`src/rtl/mem_arbiter.sv`:
```
// Two-port (CPU / debug) arbiter in front of a single-port word RAM.
// Zero-wait grants, alternating priority under contention, bounded hold per port.
module mem_arbiter #(
  parameter int ADDR_W   = 15,
  parameter int HOLD_MAX = 4
) (
  input  logic              clk,
  input  logic              reset,
  input  logic              cpu_req,
  input  logic              cpu_we,
  input  logic [31:0]       cpu_addr,
  input  logic [31:0]       cpu_wdata,
  input  logic [3:0]        cpu_wstrb,
  output logic              cpu_gnt,
  output logic              cpu_rvalid,
  output logic [31:0]       cpu_rdata,
  input  logic              dbg_req,
  input  logic              dbg_we,
  input  logic [31:0]       dbg_addr,
  input  logic [31:0]       dbg_wdata,
  input  logic [3:0]        dbg_wstrb,
  output logic              dbg_gnt,
  output logic              dbg_rvalid,
  output logic [31:0]       dbg_rdata,
  output logic [3:0]        ram_wen,
  output logic [ADDR_W-1:0] ram_addr,
  output logic [31:0]       ram_wdata,
  input  logic [31:0]       ram_rdata
);

  localparam int CNT_W = (HOLD_MAX < 1) ? 1 : $clog2(HOLD_MAX + 1);

  typedef enum logic {PORT_CPU = 1'b0, PORT_DBG = 1'b1} port_t;

  port_t            prio;
  port_t            last_port;
  port_t            rd_port;
  port_t            grant_port;
  logic [CNT_W-1:0] hold_cnt;
  logic             rd_pending;
  logic             rd_inrange;

  logic             both_req;
  logic             force_swap;
  logic             grant_any;
  logic             other_req;
  logic             sel_we;
  logic [31:0]      sel_addr;
  logic [31:0]      sel_wdata;
  logic [3:0]       sel_wstrb;
  logic             sel_inrange;
  logic             unused_addr_bits;

  // A port that has hit the hold limit yields to the waiting one regardless of prio.
  always_comb begin
    both_req   = cpu_req && dbg_req;
    force_swap = both_req && (hold_cnt >= CNT_W'(HOLD_MAX));
    grant_any  = !reset && (cpu_req || dbg_req);
    if (both_req) begin
      if (force_swap)
        grant_port = (last_port == PORT_CPU) ? PORT_DBG : PORT_CPU;
      else
        grant_port = prio;
    end else begin
      grant_port = dbg_req ? PORT_DBG : PORT_CPU;
    end
    other_req = (grant_port == PORT_CPU) ? dbg_req : cpu_req;
  end

  // With no grant the RAM address follows the CPU port.
  always_comb begin
    if (grant_any && grant_port == PORT_DBG) begin
      sel_we    = dbg_we;
      sel_addr  = dbg_addr;
      sel_wdata = dbg_wdata;
      sel_wstrb = dbg_wstrb;
    end else begin
      sel_we    = cpu_we;
      sel_addr  = cpu_addr;
      sel_wdata = cpu_wdata;
      sel_wstrb = cpu_wstrb;
    end
    sel_inrange = (sel_addr[31:ADDR_W+2] == '0);
  end

  assign unused_addr_bits = ^sel_addr[1:0];

  assign cpu_gnt   = grant_any && (grant_port == PORT_CPU);
  assign dbg_gnt   = grant_any && (grant_port == PORT_DBG);
  assign ram_addr  = sel_addr[ADDR_W+1:2];
  assign ram_wdata = sel_wdata;
  assign ram_wen   = (grant_any && sel_we && sel_inrange) ? sel_wstrb : 4'b0000;

  always_ff @(posedge clk) begin
    if (reset) begin
      prio       <= PORT_CPU;
      last_port  <= PORT_CPU;
      hold_cnt   <= '0;
      rd_pending <= 1'b0;
      rd_port    <= PORT_CPU;
      rd_inrange <= 1'b0;
    end else begin
      rd_pending <= grant_any && !sel_we;
      if (grant_any && !sel_we) begin
        rd_port    <= grant_port;
        rd_inrange <= sel_inrange;
      end
      if (grant_any) begin
        // Priority passes to the other port only if it is actually waiting.
        prio      <= other_req ? port_t'(~grant_port) : grant_port;
        last_port <= grant_port;
        if (force_swap)
          hold_cnt <= '0;
        else if (grant_port != last_port)
          hold_cnt <= other_req ? CNT_W'(1) : '0;
        else if (other_req && hold_cnt < CNT_W'(HOLD_MAX))
          hold_cnt <= hold_cnt + CNT_W'(1);
      end
    end
  end

  // Read data is gated by reset so a read in flight when reset hits is dropped.
  assign cpu_rvalid = !reset && rd_pending && (rd_port == PORT_CPU);
  assign dbg_rvalid = !reset && rd_pending && (rd_port == PORT_DBG);
  assign cpu_rdata  = (cpu_rvalid && rd_inrange) ? ram_rdata : 32'h0;
  assign dbg_rdata  = (dbg_rvalid && rd_inrange) ? ram_rdata : 32'h0;

endmodule

```
`config.mk`:
```
export PLATFORM = sky130hd
export DESIGN_NAME = mem_arbiter
export DESIGN_NICKNAME = d
export VERILOG_FILES = /design/src/rtl/mem_arbiter.sv
export SDC_FILE = /design/constraint.sdc
export NUM_CORES = 1
export LEC_CHECK = 0
export ABC_AREA = 1
export CAP_MARGIN = 20
export CORE_AREA = 2 2 113 115
export CTS_BUF_LIST = sky130_fd_sc_hd__clkbuf_2 sky130_fd_sc_hd__clkbuf_4 sky130_fd_sc_hd__clkbuf_8
export DETAILED_ROUTE_END_ITERATION = 16
export DIE_AREA = 0 0 115 117
export PLACE_DENSITY = 0.65
export SLEW_MARGIN = 20
export SYNTH_ARGS = -nofsm -noshare
export SYNTH_HDL_FRONTEND = slang
export SYNTH_SLANG_ARGS = --single-unit
```
`constraint.sdc`:
```
create_clock -name clk -period 2.8 [get_ports clk]
set_clock_uncertainty 0.05 [all_clocks]
set_input_delay 0.42 -clock clk [delete_from_list [all_inputs] [get_ports clk]]
set_output_delay 0.42 -clock clk [all_outputs]
set_load 0.03 [all_outputs]
```
* After elaboration in Yosys (flattened, before gate mapping)
Index checks and enable logic that the tools add are counted.
W data, S select, Z words.
** Storage, ports and cells
- Register bits :: 8
- Bits of input ports :: 174
- Output and inout port bits :: 119
- Word-level logic and storage cells :: 49
** Operators by class
- $add $sub $neg :: 1
- Order comparisons :: 2
- Equal/unequal tests :: 1
- Multiplexer cells :: 17
- Bitwise operators :: 2
- Reduce and logical (&&, ||, !) cells :: 20
** Operators by type and width (number)
- $mux W32 :: 4
- $logic_not A15 Y1 :: 1
- $logic_and A1 B1 Y1 :: 14
- $mux W3 :: 3
- $mux W1 :: 8
- $mux W4 :: 2
- $add A3 B1 Y3 const B :: 1
- $ge A3 B3 Y1 const B :: 1
- $lt A3 B3 Y1 const B :: 1
- $reduce_bool A3 Y1 :: 1
- $logic_not A1 Y1 :: 2
- $not A1 Y1 :: 2
- $reduce_and A2 Y1 :: 1
- $logic_or A1 B1 Y1 :: 1
- $ne A1 B1 Y1 :: 1

* Depth between registers and ports, before layout
Gate-level depths: netlist (run 1).
- Word-level depth :: 9
- Mapped depth :: 10
- Mapped depth without buffers :: 10

* Worst setup path before layout (run 1)
OpenSTA, ideal clock, no wires.
- Path kind :: input-to-output
- Start point :: input reset
- End point :: output cpu_rdata[10]
- Arrival :: 1862 ps
- Required time :: 2330 ps
- Path slack :: 468 ps
- Stages on the path :: 6
- Path buffers :: 1
- Path through :: inv_1 -> nand2_1 -> nor2_1 -> nand2_1 -> clkbuf_1 -> nor2_1
** On the way
- Longest elaborated chain between the ends :: 5
** Ends and longest elaborated chain
- start: declaration :: line 8 : input logic reset,
- $logic_not A1 Y1 :: line 123 : assign cpu_rvalid = !reset && rd_pending && (rd_port == PORT_CPU);
- $logic_and A1 B1 Y1 (2 in series) :: line 123
- named net cpu_rvalid :: line 15 : output logic cpu_rvalid,
- $logic_and A1 B1 Y1 :: line 125 : assign cpu_rdata = (cpu_rvalid && rd_inrange) ? ram_rdata : 32'h0;
- $mux W32 :: line 125
- end: declaration :: line 16 : output logic [31:0] cpu_rdata,
The timed path passes the listed nets, and every way through them passes these cells.

* Worst setup path in the final report (run 1)
- Start point :: input reset
- End point :: output ram_wen[3]
** On the way
- Longest elaborated chain between the ends :: 7
- Elaborated cells on any way between the ends :: 10
- Those cells by class :: mux: 4; reduce/logical: 6
** Ends and longest elaborated chain
- $logic_not A1 Y1 * :: line 58 : grant_any = !reset && (cpu_req || dbg_req);
- $logic_and A1 B1 Y1 * :: line 58
- $logic_and A1 B1 Y1 :: line 72 : if (grant_any && grant_port == PORT_DBG) begin
- $mux W32 / $mux W1 (equally long branches) :: line 72
- $logic_not A15 Y1 / $logic_and A1 B1 Y1 (equally long branches) :: line 83, 92
- $logic_and A1 B1 Y1 :: line 92 : assign ram_wen = (grant_any && sel_we && sel_inrange) ? sel_wstrb : 4'b0000;
- $mux W4 * :: line 92
- end: declaration :: line 25 : output logic [3:0] ram_wen,
Mark *: on every way between the ends. The rest lies on a longest branch, timed or not.

==> results of run 1 <==
[worst min path at each step]
stage                               from              endpoint  slack [ns]  cells past startpoint
finish              rd_port$_SDFFE_PP0P_  rd_port$_SDFFE_PP0P_        0.44                      2
floorplan           rd_port$_SDFFE_PP0P_  rd_port$_SDFFE_PP0P_        0.39                      2
CTS                 rd_port$_SDFFE_PP0P_  rd_port$_SDFFE_PP0P_        0.44                      2
global placement    rd_port$_SDFFE_PP0P_  rd_port$_SDFFE_PP0P_        0.43                      2
detailed placement  rd_port$_SDFFE_PP0P_  rd_port$_SDFFE_PP0P_        0.43                      2
global route        rd_port$_SDFFE_PP0P_  rd_port$_SDFFE_PP0P_        0.48                      2
[per-stage QoR]
step,total power [mW],area (um^2)
4_1_cts,0.975,4650
2_1_floorplan,0.407,1630
3_5_place_dp,0.831,4610
5_1_grt,1.03,4660
3_3_place_gp,0.829,4610
6_report,0.962,4660
[flip-flops by register name, indices dropped and copies added, names as in the netlist]
name	flops
hold_cnt	3
last_port	1
prio	1
rd_inrange	1
rd_pending	1
rd_port	1
[power by group through the flow]
stage	combinational, mW	sequential (mW)	clock, mW
6_report	0.692	0.130	0.140
4_1_cts	0.701	0.130	0.144
5_1_grt	0.748	0.131	0.151
3_5_place_dp	0.699	0.132	0
2_1_floorplan	0.277	0.130	0
3_3_place_gp	0.697	0.132	0
[Yosys cell counts (2+ instances only)]
cell and count:
clkbuf_1 10, inv_1 43, nand3_1 3, inv_2 2
a21oi_1 5, buf_4 5, o21ai_1 2, nand4_1 4
nor3_1 2, nand2_1 183, buf_2 3, dfxtp_1 8
nor2_1 93, nand3b_1 2
[cell usage in the layout, fill, tap and decap left out, drive strengths merged]
| cell type | n |
|---|---|
| nand2 | 183 |
| clkdlybuf4s50 | 169 |
| buf | 124 |
| nor2 | 94 |
| inv | 45 |
| dfxtp | 8 |
| a21oi | 6 |
| nand4 | 4 |
| nand3 | 4 |
| clkbuf | 3 |
| nor3 | 2 |
| nand3b | 2 |
| o21ai | 2 |
| dlymetal6s2s | 2 |
| and3 | 1 |
| a211oi | 1 |
| xor2 | 1 |
| o21bai | 1 |
| a31oi | 1 |
| ha | 1 |
[routing by layer]
| layer | share of wire | up-vias | global-route usage |
|---|---|---|---|
| met5 | 0 | - | 0 |
| met4 | 0.0023 | 0 | 0.00964 |
| met3 | 0.11 | 4 | 0.0355 |
| met2 | 0.51 | 187 | 0.246 |
| met1 | 0.38 | 1263 | 0.146 |
| li1 | - | 1652 | - |
[area by class of cell]
class                   count  area (um^2)
fillers                  1368         7650
repair buffers            295         2890
multi-input cells         303         1210
well taps                 150          188
inverters                  45          169
flip-flops and latches      8          160
clock buffers               3         41.3
[cells by family (layout without fill, tap and decap cells)]
kind of cell / Yosys count / count (layout)
DFF: 8 / 8
adders and majority gates: 1 / 1
xor gates and xnor gates: 1 / 1
AOI/OAI and AO/OA: 11 / 11
and+or+nand+nor: 290 / 290
buffers and inverters: 63 / 343
[worst max-delay path: stages]
cell and delay (ns):
clkdlybuf4s50_1 0.54, nor2_4 0.23, nand3_2 0.17, inv_2 0.15, buf_12 0.19, nand2_1 0.07, nand2_1 0.05, inv_1 0.03
nor2_1 0.10, buf_4 0.18
==> impl_metrics.py, run 1 <==
metrics = {
    "status": {
        "status": "complete, no violations",
    },
    "pwr": {
        "intPower_mw": 0.590,
        "leakage_nw": 2.48,
        "clockPowerShare": 0.146,
        "vdd_ir_drop_max_uv": 145,
        "seq_power_share": 0.135,
        "pwr-share-comb": 0.719,
        "p_sw_frac": 0.387,
        "switchingPower_mw": 0.373,
        "power.density_nw_per_um2": 207,
    },
    "layout": {
        "area_growth_syn_to_layout_pct": 185,
        "drive_gt1_frac": 0.202,
        "final_cells": 804,
        "nNetsFinal": 831,
        "utilization": 0.378,
        "antenna_cells": 0,
    },
    "clocking": {
        "cts_inserted_buffers": 3,
        "hold_buffers": 0,
        "clk_latency_ns": 0.23,
        "cts_resized": 0,
        "clockBufferDepth": 2,
        "cts-htree-levels": 1,
        "clock_sinks": 8,
        "cts_tree": "built",
        "cts_setup_buffers": 0,
        "cts_root_buf": "clkbuf_8",
        "clk_pin_slew_worst_paths_ns": 0.04,
    },
    "placed_design": {
        "io_buffer_count": 288,
        "globalplace.congestion": 0.770,
        "dp_slack_ns": 0.0245,
        "dpl.hpwl_um": 8730,
        "placed_cells": 801,
    },
    "floorplanning": {
        "io-pin-count": 293,
        "core_um2": 12300,
        "initial_core_util": 0.133,
        "rows": 41,
        "die-area_um2": 13500,
        "die_h_um": 117,
        "die_x_um": 115,
    },
    "synth": {
        "synth_compound_area_frac": 0.0398,
        "yosys.area_share.simple": 0.691,
        "synth_seq_cells": 8,
        "ys_warn_count": 0,
        "synthMuxAreaShare": 0,
        "ys_types": 23,
        "synth.top_cell.area_share": 0.420,
        "synth_area_leaders": "nand2_1, nor2_1, inv_1",
        "synth_fa_ha_area_frac": 0.00766,
        "synth_top_family_by_area": "simple AND/OR/NAND/NOR gates",
        "netlist_area_um2": 1630,
        "ys.flop_type": "dfxtp_1",
        "synth_edf_count": 0,
        "syn_nets": 549,
        "seq_area_frac_synth": 0.0980,
        "synth-xor-area-share": 0.00536,
        "yosysTopAreaCell": "nand2_1",
        "synth_area_per_cell_um2": 4.37,
        "syn_inst": 374,
        "async_flop_share": 0,
    },
    "sta": {
        "final.setup.worst_slack_ns": 0.184,
        "max_clock_freq_ghz": 0.382,
        "rsz0062_at_grt": "false",
        "slew_violations": 0,
        "period_share": 0.934,
        "slew_headroom": 0.744,
        "tns_ns": 0,
        "whs_ns": 0.441,
        "hold_viol": 0,
        "tightest_slew_ns": 0.385,
        "setup_viol": 0,
        "period_needed_ns": 2.62,
    },
    "worst_setup_path": {
        "ff2ff_path_depth": 9,
        "ff2ff_setup_slack_ns": 1.09,
        "crit_arrival_ns": 2.15,
        "end_kind": "output pin",
        "worstPathMaxFanout": 30,
        "reg2reg_from": "hold_cnt[2]$_SDFFE_PP0P_",
        "worstPathRequired_ns": 2.33,
        "crit_type": "input port to output pin",
        "cp-start-kind": "input port",
        "r2r-end": "rd_inrange$_SDFFE_PP0P_",
        "crit_start": "reset",
        "crit_end": "ram_wen[3]",
    },
    "grt": {
        "grt.total_usage": 0.128,
        "grt_pass1_wl_um": 13700,
        "grt_pass1_vias": 2748,
        "grt-ovfl-total": 0,
        "grt_max_degree": 41,
        "antenna_found_initial": 0,
    },
    "route": {
        "ant_nets": 0,
        "remaining_drc_errors": 0,
        "vias_per_cell": 3.86,
        "totalWireLength_um": 9790,
        "drtIter0Drc": 86,
        "wl_per_cell_um": 12.2,
        "dr.pass1.iters": 5,
        "via_count": 3106,
    },
    "run": {
        "cap_violations": 0,
    },
    "min_path": {
        "hold_path.class": "flop to flop",
    },
}
Note: power is estimated with default switching activity, not from simulation.
==> inputs of run 2 (changes only) <==
- CAP_MARGIN: 20 -> default
- CORE_AREA: 2 2 113 115 -> 2 2 115 117
- DIE_AREA: 0 0 115 117 -> 0 0 117 119
- PLACE_DENSITY: 0.65 -> 0.63
- clock period: 2.8 -> 2.5 ns (I/O delays scaled with it)
==> impl_metrics.py, run 2 (synthesized netlist as in run 1, its figures left out) <==
metrics = {
    "route": {
        "wl_per_cell_um": 11.7,
        "drtIter0Drc": 34,
        "remaining_drc_errors": 0,
        "via_count": 3161,
        "vias_per_cell": 3.75,
        "totalWireLength_um": 9900,
        "dr.pass1.iters": 4,
        "ant_nets": 0,
    },
    "clocking": {
        "cts-htree-levels": 1,
        "clockBufferDepth": 2,
        "clk_latency_ns": 0.22,
        "hold_buffers": 0,
        "cts_root_buf": "clkbuf_8",
        "clk_pin_slew_worst_paths_ns": 0.04,
        "cts_setup_buffers": 0,
        "cts_tree": "built",
        "cts_inserted_buffers": 3,
        "clock_sinks": 8,
    },
    "worst_setup_path": {
        "crit_arrival_ns": 1.85,
        "crit_type": "input port to output pin",
        "worstPathRequired_ns": 2.08,
        "ff2ff_path_depth": 10,
        "worstPathMaxFanout": 7,
        "cp-start-kind": "input port",
        "end_kind": "output pin",
        "cp_slowest_cell": "dlygate4sd2_1",
        "slowest_delay_ns": 0.35,
        "ff2ff_setup_slack_ns": 0.88,
        "cp_common_cell": "buf_4",
        "critical_path.cell_chain": "dlygate4sd2_1, nand4_1, nand3_2, inv_2, buf_4, o21ai_1, nand3b_1, nor2_1, buf_4",
        "r2r-end": "rd_inrange$_SDFFE_PP0P_",
        "reg2reg_from": "hold_cnt[2]$_SDFFE_PP0P_",
    },
    "grt": {
        "use_met3": 0.0326,
        "grt_pass1_wl_um": 14500,
        "antenna_found_initial": 1,
        "grt.total_usage": 0.132,
        "grtUsageMet1": 0.138,
        "grt-ovfl-total": 0,
        "grt_max_degree": 33,
        "met2_usage": 0.262,
        "grt_pass1_vias": 3024,
        "busiest_layer": "met2",
    },
    "pwr": {
        "p_sw_frac": 0.381,
        "leakage_nw": 2.53,
        "switchingPower_mw": 0.404,
        "vdd_ir_drop_max_uv": 93.8,
        "total_power_mw": 1.06,
        "power.density_nw_per_um2": 223,
        "intPower_mw": 0.657,
        "pwr-share-comb": 0.719,
        "seq_power_share": 0.137,
        "clockPowerShare": 0.144,
    },
    "floorplanning": {
        "io-pin-count": 293,
        "die-area_um2": 13900,
        "die_h_um": 119,
        "core_um2": 12900,
        "die_x_um": 117,
        "initial_core_util": 0.127,
        "rows": 42,
    },
    "sta": {
        "period_needed_ns": 2.27,
        "setup_viol": 0,
        "tightest_slew_ns": 0.376,
        "rsz0062_at_grt": "false",
        "hold_viol": 0,
        "final.setup.worst_slack_ns": 0.225,
        "max_clock_freq_ghz": 0.440,
        "slew_violations": 0,
        "slew_headroom": 0.750,
        "period_share": 0.910,
    },
    "min_path": {
        "min_path_cells": 2,
        "hold_path.class": "flop to flop",
        "hold_path_startpoint": "rd_port$_SDFFE_PP0P_",
        "hold_end": "rd_port$_SDFFE_PP0P_",
    },
    "run": {
        "cap_violations": 0,
    },
    "layout": {
        "final_common_cell": "nand2_1",
        "most-common-layout-cells": "nand2_1, clkdlybuf4s50_1, buf_4",
        "area_growth_syn_to_layout_pct": 190,
        "largest-register": "hold_cnt",
        "largest_reg_flops": 3,
        "fill_cells": 1406,
        "nNetsFinal": 844,
        "drive_gt1_frac": 0.222,
    },
    "placed_design": {
        "globalplace.congestion": 0.735,
        "io_buffer_count": 288,
        "dpl.hpwl_um": 8690,
        "dp_slack_ns": -0.0820,
    },
    "status": {
        "status": "complete, no violations",
    },
}
==> run 2: timing repair <==
action                                  CTS  global route
gates resized for setup                   3             1
pin swaps                                 1             0
endpoints found under the setup margin    4             1
cloned                                    1             0
==> run 2: critical path, delay by kind of cell <==
kind | cells | cell delay, ns
AO/OA/AOI/OAI | 1 | 0.07
buffers and inverters | 4 | 0.75
AND/OR/NAND/NOR | 4 | 0.65
==> run 2: cell type report <==
class,count,area [um^2],area share
antenna,1,2.50,0.000527
clock buffer,3,41.3,0.00870
sequential,8,160,0.0337
multi-input combinational,303,1220,0.257
tap,176,220,0.0464
inverter,45,169,0.0356
timing repair buffer,308,2940,0.619
==> run 2: how the worst max path moves through the flow <==
| stage | startpoint | slack (ns) | end | depth (start not counted) |
|---|---|---|---|---|
| 4_1_cts | reset | 0.11 | cpu_rdata[16] | 8 |
| 3_3_place_gp | cpu_req | -0.08 | ram_wen[0] | 11 |
| 2_1_floorplan | reset | 0.26 | cpu_rdata[10] | 6 |
| 6_report | cpu_req | 0.23 | ram_wen[0] | 9 |
| 5_1_grt | cpu_req | 0.002 | ram_wen[3] | 9 |
| 3_5_place_dp | cpu_req | -0.08 | ram_wen[0] | 11 |
==> run 2: power groups by stage <==
stage / clock (mW) / sequential [mW] / combinational [mW]
2_1_floorplan: 0 / 0.145 / 0.310
5_1_grt: 0.166 / 0.147 / 0.827
6_report: 0.153 / 0.145 / 0.762
3_3_place_gp: 0 / 0.148 / 0.762
3_5_place_dp: 0 / 0.147 / 0.764
4_1_cts: 0.158 / 0.145 / 0.774
==> run 2: routing by layer <==
layer  up-vias  wire [um]
met5         -          0
met4         0         27
met3         2       1040
met2       178       5170
met1      1299       3660
li1       1682          -
==> run 2: metrics by stage <==
step / util / cells / TNS [ns] / area, um^2 / hold slack, ns
2_1_floorplan: - / 374 / 0 / 1630 / 0.394
3_3_place_gp: 0.362 / 839 / -0.244 / 4670 / 0.411
3_5_place_dp: 0.362 / 839 / -0.259 / 4670 / 0.422
4_1_cts: 0.368 / 843 / 0 / 4740 / 0.430
5_1_grt: 0.368 / 843 / 0 / 4740 / 0.460
6_report: 0.369 / 844 / 0 / 4750 / 0.428
==> inputs of run 3 (changes only) <==
- MAX_ROUTING_LAYER: default -> met4
==> impl_metrics.py, run 3 (synthesized netlist as in run 1, its figures left out) <==
metrics = {
    "pwr": {
        "seq_power_share": 0.137,
        "intPower_mw": 0.657,
        "clockPowerShare": 0.144,
        "leakage_nw": 2.53,
        "power.density_nw_per_um2": 223,
        "pwr-share-comb": 0.719,
        "p_sw_frac": 0.381,
        "vdd_ir_drop_max_uv": 93.7,
        "switchingPower_mw": 0.404,
    },
    "route": {
        "vias_per_cell": 3.75,
        "via_count": 3163,
        "totalWireLength_um": 9920,
        "drtIter0Drc": 42,
        "ant_nets": 0,
        "remaining_drc_errors": 0,
        "dr.pass1.iters": 4,
        "wl_per_cell_um": 11.8,
    },
    "layout": {
        "final_common_cell": "nand2_1",
        "final_cells": 844,
        "drive_gt1_frac": 0.222,
        "nNetsFinal": 844,
        "most-common-layout-cells": "nand2_1, clkdlybuf4s50_1, buf_4",
        "finish.instance_area_um2": 4750,
        "area_growth_syn_to_layout_pct": 190,
        "largest_reg_flops": 3,
        "largest-register": "hold_cnt",
    },
    "floorplanning": {
        "rows": 42,
        "io-pin-count": 293,
        "die-area_um2": 13900,
        "initial_core_util": 0.127,
        "die_h_um": 119,
        "die_x_um": 117,
        "core_um2": 12900,
    },
    "placed_design": {
        "placed_cell_area_um2": 4670,
        "placed_cells": 839,
        "io_buffer_count": 288,
        "dpl.hpwl_um": 8690,
        "dp_slack_ns": -0.0820,
        "globalplace.congestion": 0.744,
    },
    "sta": {
        "slew_violations": 0,
        "final.setup.worst_slack_ns": 0.225,
        "max_clock_freq_ghz": 0.440,
        "setup_viol": 0,
        "period_needed_ns": 2.27,
        "tightest_slew_ns": 0.375,
        "rsz0062_at_grt": "false",
        "hold_viol": 0,
        "slew_headroom": 0.750,
        "period_share": 0.910,
    },
    "grt": {
        "grt_pass1_vias": 3022,
        "grt-ovfl-total": 0,
        "antenna_found_initial": 1,
        "grt.total_usage": 0.136,
        "grt_max_degree": 33,
        "grt_pass1_wl_um": 14500,
    },
    "worst_setup_path": {
        "crit_type": "input port to output pin",
        "worstPathRequired_ns": 2.08,
        "end_kind": "output pin",
        "cp-start-kind": "input port",
        "crit_arrival_ns": 1.85,
        "worstPathMaxFanout": 7,
    },
    "clocking": {
        "cts_inserted_buffers": 3,
        "cts_setup_buffers": 0,
        "cts_root_buf": "clkbuf_8",
        "cts_tree": "built",
        "clock_sinks": 8,
        "clockBufferDepth": 2,
        "clk_latency_ns": 0.22,
        "hold_buffers": 0,
        "cts-htree-levels": 1,
        "clk_pin_slew_worst_paths_ns": 0.04,
    },
    "status": {
        "status": "complete, no violations",
    },
    "min_path": {
        "hold_path.class": "flop to flop",
    },
    "run": {
        "cap_violations": 0,
    },
}
-- run 3: cell counts in the layout (fill, tap and decap cells not counted) --
Identical to the previous run, type by type.
-- run 3: through the flow --
stage	TNS, ns	hold slack (ns)	total power [mW]	utilization
final	0	0.428	1.06	0.369
after CTS	0	0.430	1.08	0.368
after floorplan	0	0.394	0.456	-
after detailed placement	-0.259	0.422	0.911	0.362
after global routing	0	0.460	1.14	0.369
after global placement	-0.244	0.411	0.909	0.362
-- run 3: timing repair --
item / 4_1_cts / 5_1_grt
gates cloned: 1 / 0
resized for setup: 3 / 1
setup endpoints to repair: 4 / 1
pin swaps: 1 / 0
-- run 3: path summary, 6_finish.rpt --
path | startpoint | end | slack [ns] | depth (start not counted)
max | cpu_req | ram_wen[0] | 0.23 | 9
min | rd_port$_SDFFE_PP0P_ | rd_port$_SDFFE_PP0P_ | 0.43 | 2
max reg2reg | hold_cnt[2]$_SDFFE_PP0P_ | rd_inrange$_SDFFE_PP0P_ | 0.88 | 10
min reg2reg | rd_port$_SDFFE_PP0P_ | rd_port$_SDFFE_PP0P_ | 0.43 | 2
-- run 3: critical path, cell delays in order --
cell and delay [ns]:
dlygate4sd2_1 0.35, nand4_1 0.20, nand3_2 0.16, inv_2 0.08, buf_4 0.14, o21ai_1 0.07
nand3b_1 0.16, nor2_1 0.13, buf_4 0.18
-- run 3: power groups by stage --
stage	registers, mW	logic [mW]	clock network (mW)
floorplan	0.145	0.310	0
global placement	0.148	0.762	0
detailed placement	0.147	0.764	0
CTS	0.145	0.774	0.158
global route	0.147	0.827	0.168
finish	0.145	0.762	0.153
-- run 3: final cells by class --
| class | count | area [um^2] |
|---|---|---|
| Multi-Input combinational cell | 303 | 1220 |
| Antenna cell | 1 | 2.50 |
| Inverter | 45 | 169 |
| Tap cell | 176 | 220 |
| Timing Repair Buffer | 308 | 2940 |
| Clock buffer | 3 | 41.3 |
| Sequential cell | 8 | 160 |
| Fill cell | 1406 | 8130 |
-- run 3: metal layers --
metal  share of wire  track usage  vias to the layer above
met2            0.52        0.262                      178
met1            0.37        0.140                     1302
met4          0.0027       0.0184                        0
met5               0            -                        -
met3            0.10       0.0310                        2
li1                -            -                     1681
